[src/rtl/trap_sequencer_pkg.sv]
// Shared types and constants for the W-stage trap sequencer.
// Holds the trap kind encoding, FSM states and the default drain watchdog limit.
package trap_sequencer_pkg;

    typedef enum logic [1:0] {
        KIND_EXC  = 2'd0,
        KIND_INT  = 2'd1,
        KIND_CSR  = 2'd2,
        KIND_MRET = 2'd3
    } trap_kind_t;

    typedef enum logic [1:0] {
        ST_IDLE     = 2'd0,
        ST_DRAIN    = 2'd1,
        ST_COMMIT   = 2'd2,
        ST_REDIRECT = 2'd3
    } trap_state_t;

    localparam int DRAIN_MAX_DEFAULT = 255;

    // A CSR write resumes at the next sequential instruction.
    localparam logic [63:0] CSR_PC_STEP = 64'd4;

endpackage

[src/rtl/trap_sequencer_if.sv]
// Signal bundle between the trap sequencer and its environment (W stage, CSR file, buses, fetch).
// The sequencer uses the slave modport; the pipeline side uses master.
interface trap_sequencer_if;

    logic        wb_valid;
    logic [63:0] wb_pc;
    logic        wb_exc;
    logic        wb_csr_write;
    logic        wb_mret;
    logic        int_pending;
    logic        mem_busy;
    logic        fetch_busy;
    logic [63:0] trap_vec;
    logic [63:0] ret_pc;
    logic        stall_pipe;
    logic        csr_commit;
    logic [1:0]  commit_kind;
    logic [63:0] commit_pc;
    logic        flush;
    logic        redirect_valid;
    logic [63:0] redirect_pc;
    logic        redirect_ready;
    logic        drain_timeout;

    modport master (
        output wb_valid, wb_pc, wb_exc, wb_csr_write, wb_mret, int_pending,
               mem_busy, fetch_busy, trap_vec, ret_pc, redirect_ready,
        input  stall_pipe, csr_commit, commit_kind, commit_pc, flush,
               redirect_valid, redirect_pc, drain_timeout
    );

    modport slave (
        input  wb_valid, wb_pc, wb_exc, wb_csr_write, wb_mret, int_pending,
               mem_busy, fetch_busy, trap_vec, ret_pc, redirect_ready,
        output stall_pipe, csr_commit, commit_kind, commit_pc, flush,
               redirect_valid, redirect_pc, drain_timeout
    );

endinterface

[src/rtl/trap_sequencer.sv]
// Serialises control-flow side effects at W: freeze, drain the buses, one CSR commit cycle,
// flush, then a held PC redirect to fetch until it is accepted.
module trap_sequencer
    import trap_sequencer_pkg::*;
#(
    parameter int DRAIN_MAX = DRAIN_MAX_DEFAULT
) (
    input  logic            clk,
    input  logic            reset,
    trap_sequencer_if.slave bus
);

    localparam int               CNT_W    = $clog2(DRAIN_MAX + 1);
    localparam logic [CNT_W-1:0] CNT_LAST = CNT_W'(DRAIN_MAX - 1);
    localparam logic [CNT_W-1:0] CNT_ONE  = CNT_W'(1);

    trap_state_t      state_q, state_d;
    trap_kind_t       kind_q, kind_d, evt_kind_s;
    logic [63:0]      pc_q, pc_d;
    logic [63:0]      tgt_q, tgt_d, target_s;
    logic [CNT_W-1:0] cnt_q, cnt_d;
    logic             evt_s, busy_s;
    logic             stall_s, commit_s, redir_s, timeout_s;

    assign evt_s  = bus.wb_valid & (bus.wb_exc | bus.int_pending | bus.wb_csr_write | bus.wb_mret);
    assign busy_s = bus.mem_busy | bus.fetch_busy;

    // Priority encoder: exc > int > csr > mret.
    always_comb begin
        evt_kind_s = KIND_EXC;
        if (bus.wb_exc) begin
            evt_kind_s = KIND_EXC;
        end else if (bus.int_pending) begin
            evt_kind_s = KIND_INT;
        end else if (bus.wb_csr_write) begin
            evt_kind_s = KIND_CSR;
        end else if (bus.wb_mret) begin
            evt_kind_s = KIND_MRET;
        end else begin
            evt_kind_s = KIND_EXC;
        end
    end

    // Redirect target, sampled in COMMIT before the CSR update becomes visible.
    always_comb begin
        target_s = bus.trap_vec;
        case (kind_q)
            KIND_EXC, KIND_INT: target_s = bus.trap_vec;
            KIND_CSR:           target_s = pc_q + CSR_PC_STEP;
            KIND_MRET:          target_s = bus.ret_pc;
            default:            target_s = bus.trap_vec;
        endcase
    end

    // Next-state and output decode.
    always_comb begin
        state_d   = state_q;
        kind_d    = kind_q;
        pc_d      = pc_q;
        tgt_d     = tgt_q;
        cnt_d     = {CNT_W{1'b0}};
        stall_s   = 1'b0;
        commit_s  = 1'b0;
        redir_s   = 1'b0;
        timeout_s = 1'b0;
        case (state_q)
            ST_IDLE: begin
                if (evt_s) begin
                    kind_d  = evt_kind_s;
                    pc_d    = bus.wb_pc;
                    stall_s = 1'b1;
                    if (busy_s) begin
                        state_d = ST_DRAIN;
                    end else begin
                        state_d = ST_COMMIT;
                    end
                end else begin
                    state_d = ST_IDLE;
                end
            end
            ST_DRAIN: begin
                stall_s = 1'b1;
                if (!busy_s) begin
                    state_d = ST_COMMIT;
                end else if (cnt_q == CNT_LAST) begin
                    // Watchdog expired: commit anyway rather than hang on a stuck bus.
                    state_d   = ST_COMMIT;
                    timeout_s = 1'b1;
                end else begin
                    cnt_d = cnt_q + CNT_ONE;
                end
            end
            ST_COMMIT: begin
                stall_s  = 1'b1;
                commit_s = 1'b1;
                tgt_d    = target_s;
                state_d  = ST_REDIRECT;
            end
            ST_REDIRECT: begin
                stall_s = 1'b1;
                redir_s = 1'b1;
                if (bus.redirect_ready) begin
                    state_d = ST_IDLE;
                end else begin
                    state_d = ST_REDIRECT;
                end
            end
            default: state_d = ST_IDLE;
        endcase
    end

    // State, event latch, redirect target and watchdog registers.
    always_ff @(posedge clk) begin
        if (reset) begin
            state_q <= ST_IDLE;
            kind_q  <= KIND_EXC;
            pc_q    <= 64'd0;
            tgt_q   <= 64'd0;
            cnt_q   <= {CNT_W{1'b0}};
        end else begin
            state_q <= state_d;
            kind_q  <= kind_d;
            pc_q    <= pc_d;
            tgt_q   <= tgt_d;
            cnt_q   <= cnt_d;
        end
    end

    assign bus.stall_pipe     = stall_s;
    assign bus.csr_commit     = commit_s;
    assign bus.flush          = commit_s;
    assign bus.commit_kind    = commit_s ? kind_q : KIND_EXC;
    assign bus.commit_pc      = commit_s ? pc_q : 64'd0;
    assign bus.redirect_valid = redir_s;
    assign bus.redirect_pc    = redir_s ? tgt_q : 64'd0;
    assign bus.drain_timeout  = timeout_s;

endmodule

[src/flat_wrapper.sv]
// flat-port wrapper written by rule: the top's interface ports become plain ports
module trap_sequencer_flat import trap_sequencer_pkg::*;
#(
    parameter int DRAIN_MAX = DRAIN_MAX_DEFAULT
)
  (clk, reset, bus_wb_valid, bus_wb_pc, bus_wb_exc, bus_wb_csr_write, bus_wb_mret, bus_int_pending, bus_mem_busy, bus_fetch_busy, bus_trap_vec, bus_ret_pc, bus_redirect_ready, bus_stall_pipe, bus_csr_commit, bus_commit_kind, bus_commit_pc, bus_flush, bus_redirect_valid, bus_redirect_pc, bus_drain_timeout);
  trap_sequencer_if bus_i ();
  input  logic clk;
  input  logic reset;
  input wire logic [$bits(bus_i.wb_valid)-1:0] bus_wb_valid;
  input wire logic [$bits(bus_i.wb_pc)-1:0] bus_wb_pc;
  input wire logic [$bits(bus_i.wb_exc)-1:0] bus_wb_exc;
  input wire logic [$bits(bus_i.wb_csr_write)-1:0] bus_wb_csr_write;
  input wire logic [$bits(bus_i.wb_mret)-1:0] bus_wb_mret;
  input wire logic [$bits(bus_i.int_pending)-1:0] bus_int_pending;
  input wire logic [$bits(bus_i.mem_busy)-1:0] bus_mem_busy;
  input wire logic [$bits(bus_i.fetch_busy)-1:0] bus_fetch_busy;
  input wire logic [$bits(bus_i.trap_vec)-1:0] bus_trap_vec;
  input wire logic [$bits(bus_i.ret_pc)-1:0] bus_ret_pc;
  input wire logic [$bits(bus_i.redirect_ready)-1:0] bus_redirect_ready;
  output wire logic [$bits(bus_i.stall_pipe)-1:0] bus_stall_pipe;
  output wire logic [$bits(bus_i.csr_commit)-1:0] bus_csr_commit;
  output wire logic [$bits(bus_i.commit_kind)-1:0] bus_commit_kind;
  output wire logic [$bits(bus_i.commit_pc)-1:0] bus_commit_pc;
  output wire logic [$bits(bus_i.flush)-1:0] bus_flush;
  output wire logic [$bits(bus_i.redirect_valid)-1:0] bus_redirect_valid;
  output wire logic [$bits(bus_i.redirect_pc)-1:0] bus_redirect_pc;
  output wire logic [$bits(bus_i.drain_timeout)-1:0] bus_drain_timeout;
  assign bus_i.wb_valid = bus_wb_valid;
  assign bus_i.wb_pc = bus_wb_pc;
  assign bus_i.wb_exc = bus_wb_exc;
  assign bus_i.wb_csr_write = bus_wb_csr_write;
  assign bus_i.wb_mret = bus_wb_mret;
  assign bus_i.int_pending = bus_int_pending;
  assign bus_i.mem_busy = bus_mem_busy;
  assign bus_i.fetch_busy = bus_fetch_busy;
  assign bus_i.trap_vec = bus_trap_vec;
  assign bus_i.ret_pc = bus_ret_pc;
  assign bus_i.redirect_ready = bus_redirect_ready;
  assign bus_stall_pipe = bus_i.stall_pipe;
  assign bus_csr_commit = bus_i.csr_commit;
  assign bus_commit_kind = bus_i.commit_kind;
  assign bus_commit_pc = bus_i.commit_pc;
  assign bus_flush = bus_i.flush;
  assign bus_redirect_valid = bus_i.redirect_valid;
  assign bus_redirect_pc = bus_i.redirect_pc;
  assign bus_drain_timeout = bus_i.drain_timeout;
  trap_sequencer #(.DRAIN_MAX(DRAIN_MAX)) u_core (.clk(clk), .reset(reset), .bus(bus_i));
endmodule
[config.mk]
export PLATFORM = sky130hd
export DESIGN_NAME = trap_sequencer_flat
export DESIGN_NICKNAME = d
export VERILOG_FILES = /design/src/rtl/trap_sequencer_pkg.sv /design/src/rtl/trap_sequencer_if.sv /design/src/rtl/trap_sequencer.sv /design/src/flat_wrapper.sv
export SDC_FILE = /design/constraint.sdc
export NUM_CORES = 1
export LEC_CHECK = 0
export ABC_CLOCK_PERIOD_IN_PS = 3550
export BUFFER_PORTS_ARGS = -buffer_cell sky130_fd_sc_hd__buf_2
export CAP_MARGIN = 30
export CORE_MARGIN = 1.5
export CORE_UTILIZATION = 49
export DETAILED_ROUTE_END_ITERATION = 8
export HOLD_SLACK_MARGIN = 0.05
export PLACE_DENSITY = 0.78
export SLEW_MARGIN = 20
export SYNTH_ARGS = -nofsm -noshare
export SYNTH_HDL_FRONTEND = slang
export SYNTH_SLANG_ARGS = --single-unit
export TNS_END_PERCENT = 1
[constraint.sdc]
create_clock -name clk -period 3.55 [get_ports clk]
set_input_delay 0.355 -clock clk [delete_from_list [all_inputs] [get_ports clk]]
set_output_delay 0.355 -clock clk [all_outputs]
set_load 0.03 [all_outputs]
# Word level (Yosys, flattened, before mapping)
# Cells that the tools add are included.
# word_totals
reg_bits	140
out_inout_bits	135
input_bits	202
# op_classes
n_eq_ne	8
mux	21
n_bitwise	7
reduce_logical	6
addsub	2
# op_table
operator	count
$pmux W64 S3	1
$mux W64	2
$add A64 B3 Y64 const B	1
$mux W2	10
$add A8 B1 Y8 const B	1
$eq A2 B2 Y1 const B	4
$eq A8 B8 Y1 const B	1
$pmux W2 S4	1
$mux W1	6
$eq A2 B1 Y1 const B	2
$logic_not A2 Y1	2
$or A1 B1 Y1	4
$reduce_or A4 Y1	1
$ne A3 B3 Y1 const B	1
$reduce_or A3 Y1	1
$not A1 Y1	2
$pmux W1 S2	1
$reduce_and A2 Y1	1
$reduce_or A2 Y1	1
$and A1 B1 Y1	1

# Depth between registers and ports, before layout
# Gate-level depths: netlist (run 1).
# depth
word_depth	6
mapped_depth	9

# Least setup slack after synthesis (run 1)
# OpenSTA, ideal clock, no wires.
# synth_path
path_kind	reg2reg
startpoint	register u_core.pc_q[2]
endpoint	register u_core.tgt_q[62]
path_buffers	2
slack_ps	885
arrival_time_ps	2530
stages_incl_launch_ff	10
cell_sequence	dfxtp_1 ha_1 nand4_1 or4_1 buf_2 or4_1 buf_2 o31a_1 o21ai_1 a211oi_1
# synth_via
elab_chain_cells	2
# synth_rtl
item	line	rtl
start, declared	trap_sequencer.sv:19	logic [63:0] pc_q, pc_d;
start signal, assigned	trap_sequencer.sv:123	pc_q <= pc_d;
$add A64 B3 Y64	trap_sequencer.sv:49	KIND_CSR: target_s = pc_q + CSR_PC_STEP;
$pmux W64 S3	trap_sequencer.sv:47	case (kind_q)
end signal, assigned	trap_sequencer.sv:124	tgt_q <= tgt_d;
end, declared	trap_sequencer.sv:20	logic [63:0] tgt_q, tgt_d, target_s;
# Every way passes these cells.
# A chain may end at the register's enable or synchronous reset.

# Worst setup path after layout (run 1)
# Same ends and word-level chain as after synthesis.

==> metrics, run 1 <==
Post-DP HPWL 20.4 mm; Synth warnings 0; top post-synthesis cells by area dfxtp_1 (35%), nand2_1 (8.6%), and3_1 (5.4%); clk slew on worst S/H paths 60 ps; P_leak 4.65 nW; delay of the slowest cell on the worst path 790 ps; minimum clock period 3130 ps; Syn Nets 1314; VDD IR max 0.352 mV; Layout area overhead 29.6%; DR iter-0 viols 789; Final Setup Violations 0; Pins Over Slew Limit 0; P_sw 1.60 mW; pre-CTS WS 447 ps; Slew @ Worst Pin 918 ps; clk_skew 6.22 ps; WP data required 3810 ps; Cells after Synth 1109; critical path arrival 3400 ps; post-cts hold buffer count 0; area of the multi-input gates 4880 µm²; Fmax 319 MHz; post-CTS setup buffers 0; Worst Path Max Fanout 9; clock tree buffer depth 2; total grt overflow 0; num rows 46; most frequent cells in the layout buf_2 (335), nand2_1 (187), dfxtp_1 (138); Initial Utilization 50.6%; Top Family by Delay on Critical Path simple AND/OR/NAND/NOR gates; post-synthesis cell area 8120 µm²; Power Total 4.89 mW; CTS root buffer clkbuf_16; TNS Setup 0 ps; clock network fraction of design power 37.3%; outcome complete, no violations; Post-synth ARST share 0%; Final GP Congestion 0.968; NumNets Final 1586; sw frac 32.7%; Yosys top cell area share 34.5%; Vias 9232; Total GRT Usage 32.7%; Relative slew margins 38.8%; total clock sinks 140; crit start category flip-flop; Die H 132 µm; global-route wire length before repair 44.9 mm; Synth area leader dfxtp_1; DRC 0; die area 17400 µm²; Port Buffers 336; fillcell total 1463; vias in the first global route 8216; WP buf/inv 0; sequential fraction of design power 39.8%; worst-path cell chain ha_1 > nand4_1 > or4_1 > or4_1 > o31a_1 > o21ai_1 > a211oi_1; post-synthesis sequential area ratio 34.5%; crit share post-route 88.2%; Worst Setup Slack, final 417 ps; WS Path Type flip-flop to flip-flop; commonest non-fill, non-tap cell in the layout buf_2; Synth Area per Inst 7.32 µm²; CTS HTree Levels 4; CTS Buf Count 17; Pwr Density 464 nW/µm²; die extent in x 132 µm; CP most frequent cell or4_1; total of max-cap violations 0; layout cell share with drive strength beyond 1 29.1%; Yosys cell types 44; endpoints failing hold 0; boundary pin count 337; Synth Register Bits 140; internal reg-to-reg setup slack 420 ps; Combinational Power Share 22.9%; register area 2810 µm²; Via density 5.72; top_reg_cell synth dfxtp_1; Hold WC Path Type primary input to flip-flop; Avg WL per Cell 18.3 µm; PostCTS Resize Cnt 0; worst skew pair latency 420 ps; Routed Antenna Nets 0; Worst setup EP type flip-flop; RSZ-0062 raised after global routing no; initial antenna violation count 3; internal power 3.29 mW; routed wire length 29.5 mm; largest net degree at the start of global routing 85; TritonCTS clock tree done; core box area 16100 µm²; Slowest-stage cell, CP or4_1; Pre-Repair DR Iteration Count 5; EDFF count, synth 0
## per-stage QoR
step                instances  hold slack, ps  instance area (µm²)  util [%]
detailed placement       1576             457                 9860      61.4
global route             1613             164                10500      65.5
floorplan                1109             430                 8120         -
finish                   1614             163                10500      65.6
global placement         1576             440                 9860      61.4
CTS                      1608             154                10500      65.2
## flip-flops by register name, summed over array words and instances (netlist names)
name            count
u_core.cnt_q        8
u_core.state_q      2
u_core.pc_q        64
u_core.kind_q       2
u_core.tgt_q       64
## power by group through the flow
stage,Combinational [mW],Clock (mW),Sequential [mW]
6_report,1.12,1.82,1.94
5_1_grt,1.23,1.90,1.97
3_5_place_dp,1.10,0,1.97
4_1_cts,1.11,1.83,1.94
2_1_floorplan,0.741,0,1.92
3_3_place_gp,1.09,0,1.96
## cell type report
cell class	instances	share of cell area, %
Tap cell	216	2.57
Inverter	16	0.594
Antenna cell	4	0.0951
Timing Repair Buffer	356	18.0
Clock inverter	10	1.06
Sequential cell	140	26.6
Clock buffer	22	4.70
Multi-Input combinational cell	850	46.4
## worst register-to-register path: cells and delay by family (launching register included)
| kind | cells | cell delay (ps) |
|---|---|---|
| AOI/OAI and AO/OA | 3 | 570 |
| adders and majority gates | 1 | 240 |
| DFF | 1 | 410 |
| and+or+nand+nor | 3 | 1770 |
## synth_stat cells (all sizes together), types with 2 or more instances
| library cell | instances |
|---|---|
| a21oi | 82 |
| a221o | 3 |
| o21a | 13 |
| o31a | 11 |
| or2 | 3 |
| and4 | 6 |
| ha | 3 |
| nor2 | 101 |
| nand3 | 23 |
| xnor2 | 22 |
| nand2b | 6 |
| nor3 | 28 |
| inv | 16 |
| clkbuf | 89 |
| o21ai | 37 |
| a211oi | 58 |
| and3 | 70 |
| and2 | 59 |
| nor4bb | 2 |
| buf | 14 |
| nand4 | 16 |
| or3 | 6 |
| nor4 | 22 |
| o211ai | 7 |
| or4 | 7 |
| nand2 | 187 |
| mux2i | 10 |
| a222oi | 4 |
| dfxtp | 140 |
| a221oi | 38 |
| xor2 | 19 |
## metal layers
| layer | GRT usage (%) | part of all wire, % |
|---|---|---|
| met1 | 44.7 | 43 |
| met2 | 52.7 | 47 |
| met3 | 4.77 | 7.8 |
| met4 | 11.2 | 2.2 |
| met5 | 0 | 0 |
## cells by family after synthesis
kind of cell             after synthesis  share of synthesized area, %
buffers and inverters                119                          5.64
AND/OR/NAND/NOR                      537                          32.4
adder cells (fa/ha/maj)                3                         0.462
XOR/XNOR                              41                          4.42
flip-flops                           140                          34.5
multiplexers                          10                          1.23
AO/OA/AOI/OAI                        259                          21.3
## worst paths after layout
kind | startpoint | endpoint | depth (start not counted)
max reg2reg | u_core.pc_q[2] | u_core.tgt_q[62] | 7
max | u_core.pc_q[2] | u_core.tgt_q[62] | 7
min | bus_wb_pc[44] | u_core.pc_q[44] | 3
min reg2reg | u_core.tgt_q[2] | u_core.tgt_q[2] | 2
No activity file was read; power rests on OpenSTA's default activity.
==> run 2, diff against run 1 <==
--- a/config.mk
+++ b/config.mk
@@ -10,2 +10,3 @@
 export CAP_MARGIN = 30
+export CORE_ASPECT_RATIO = 0.8
 export CORE_MARGIN = 1.5
--- a/constraint.sdc
+++ b/constraint.sdc
@@ -3,2 +3,2 @@
 set_output_delay 0.355 -clock clk [all_outputs]
-set_load 0.03 [all_outputs]
+set_load 0.05 [all_outputs]
==> run 2 against run 1 <==
Effect of this change: combinational power rose by 6%; cell count fell by 0.19%; count of clock-buffer cells in the layout fell by 3; non-clock buffer count rose by 2; final area rose by 0.40%; via count rose by 1.4%.
==> metrics, run 2 (same netlist as run 1, synthesis figures left out) <==
outcome complete, no violations; Layout area overhead 30.1%; internal reg-to-reg setup slack 410 ps; Hold WC Path Type primary input to flip-flop; initial antenna violation count 0; total of max-cap violations 0; die extent in x 147 µm; VDD IR max 0.319 mV; DR iter-0 viols 987; Port Buffers 336; Reg2Reg Launch Point u_core.pc_q[2]; beginning of the critical path u_core.pc_q[2]; Die H 118 µm; Top Registers u_core.pc_q: 64 flops, u_core.tgt_q: 64 flops, u_core.cnt_q: 8 flops; RSZ-0062 raised after global routing no; minimum clock period 3140 ps; Vias 9361; commonest non-fill, non-tap cell in the layout buf_2; hold path startpoint bus_wb_pc[1]; Worst Setup Slack, final 407 ps; WS Path Type flip-flop to flip-flop; clock tree buffer depth 2; Initial Utilization 50.8%; clk slew on worst S/H paths 60 ps; Worst setup EP type flip-flop; NumNets Final 1588; DRC 0; Pins Over Slew Limit 0; clk_skew 7.83 ps; PostCTS Resize Cnt 0; CTS HTree Levels 4; vias in the first global route 8314; Avg WL per Cell 18.4 µm; most frequent cells in the layout buf_2 (335), nand2_1 (187), dfxtp_1 (138); TNS Setup 0 ps; total clock sinks 140; worst skew pair latency 420 ps; largest net degree at the start of global routing 86; Pre-Repair DR Iteration Count 8; crit share post-route 88.5%; Worst Path Max Fanout 9; CTS Buf Count 17; num rows 41; Pwr Density 487 nW/µm²; Relative slew margins 36.3%; endpoints failing hold 0; WP data required 3810 ps; ANT cells 0; die area 17400 µm²; post-CTS setup buffers 0; crit start category flip-flop; TritonCTS clock tree done; Final GP Congestion 0.988; fillcell total 1488; CTS root buffer clkbuf_16; Via density 5.81; critical path arrival 3400 ps; Total GRT Usage 33.1%; Final Setup Violations 0; Slew @ Worst Pin 956 ps; hold depth 3; pre-CTS WS 462 ps; total grt overflow 0; post-cts hold buffer count 0; Post-DP HPWL 21.1 mm; layout cell share with drive strength beyond 1 29.2%; boundary pin count 337; Worst Hold Path EP u_core.pc_q[1]; routed wire length 29.6 mm; global-route wire length before repair 45.0 mm; core box area 16000 µm²; Routed Antenna Nets 0; worst r2r dst u_core.tgt_q[62]; Reg2Reg Depth 7; Fmax 318 MHz; P_leak 4.68 nW
[run 2: cell types whose count changed in the layout (fill, tap and decap cells not counted)]
cell / before / now
clkinvlp_4: 0 / 1
clkbuf_8: 5 / 2
bufinv_16: 2 / 5
diode_2: 4 / 0
clkinv_2: 5 / 2
inv_6: 1 / 3
buf_16: 1 / 0
buf_4: 17 / 20
[run 2: final cells by class]
cell class	instances	area, µm²	area share (%)
multi-input combinational	850	4880	46.2
sequential	140	2810	26.5
timing repair buffer	358	1890	17.9
clock buffer	19	453	4.29
tap	215	269	2.55
clock inverter	13	211	2.00
inverter	16	62.6	0.592
[run 2: where the power goes]
group | leakage, nW | total, mW | internal (mW) | switching [mW]
logic | 3.21 | 1.19 | 0.395 | 0.794
registers | 1.15 | 1.95 | 1.77 | 0.181
clock network | 0.324 | 2.01 | 1.29 | 0.714
total | 4.68 | 5.15 | 3.46 | 1.69
[run 2: routing by layer]
metal / up-vias / part of all wire [%] / GRT usage [%]
li1: 4496 / - / -
met1: 4313 / 44 / 46.1
met2: 491 / 45 / 51.1
met3: 61 / 8.9 / 6.64
met4: 0 / 2.6 / 10.9
met5: - / 0 / 0
[run 2: how the worst max path moves through the flow]
| stage | cells past startpoint | endpoint | slack, ps |
|---|---|---|---|
| global route | 7 | u_core.tgt_q[62] | 280 |
| detailed placement | 7 | u_core.tgt_q[60] | 460 |
| CTS | 7 | u_core.tgt_q[62] | 440 |
| finish | 7 | u_core.tgt_q[62] | 410 |
| floorplan | 5 | bus_drain_timeout | 690 |
| global placement | 7 | u_core.tgt_q[60] | 490 |
[run 2: stage by stage]
| step | cell area (µm²) | hold slack, ps | total power [mW] | instances | utilization (%) |
|---|---|---|---|---|---|
| 6_report | 10600 | 172 | 5.15 | 1611 | 66.0 |
| 5_1_grt | 10600 | 162 | 5.37 | 1611 | 66.0 |
| 4_1_cts | 10500 | 157 | 5.15 | 1610 | 65.9 |
| 3_5_place_dp | 9880 | 449 | 3.15 | 1578 | 61.8 |
| 3_3_place_gp | 9880 | 440 | 3.12 | 1578 | 61.8 |
| 2_1_floorplan | 8120 | 430 | 2.72 | 1109 | - |
[run 2: critical path, cell delays in order, from the launching register on]
cell      delay [ps]
dfxtp_1          410
ha_1             240
nand4_1          240
or4_1            730
or4_1            780
o31a_1           370
o21ai_1          130
a211oi_1          80
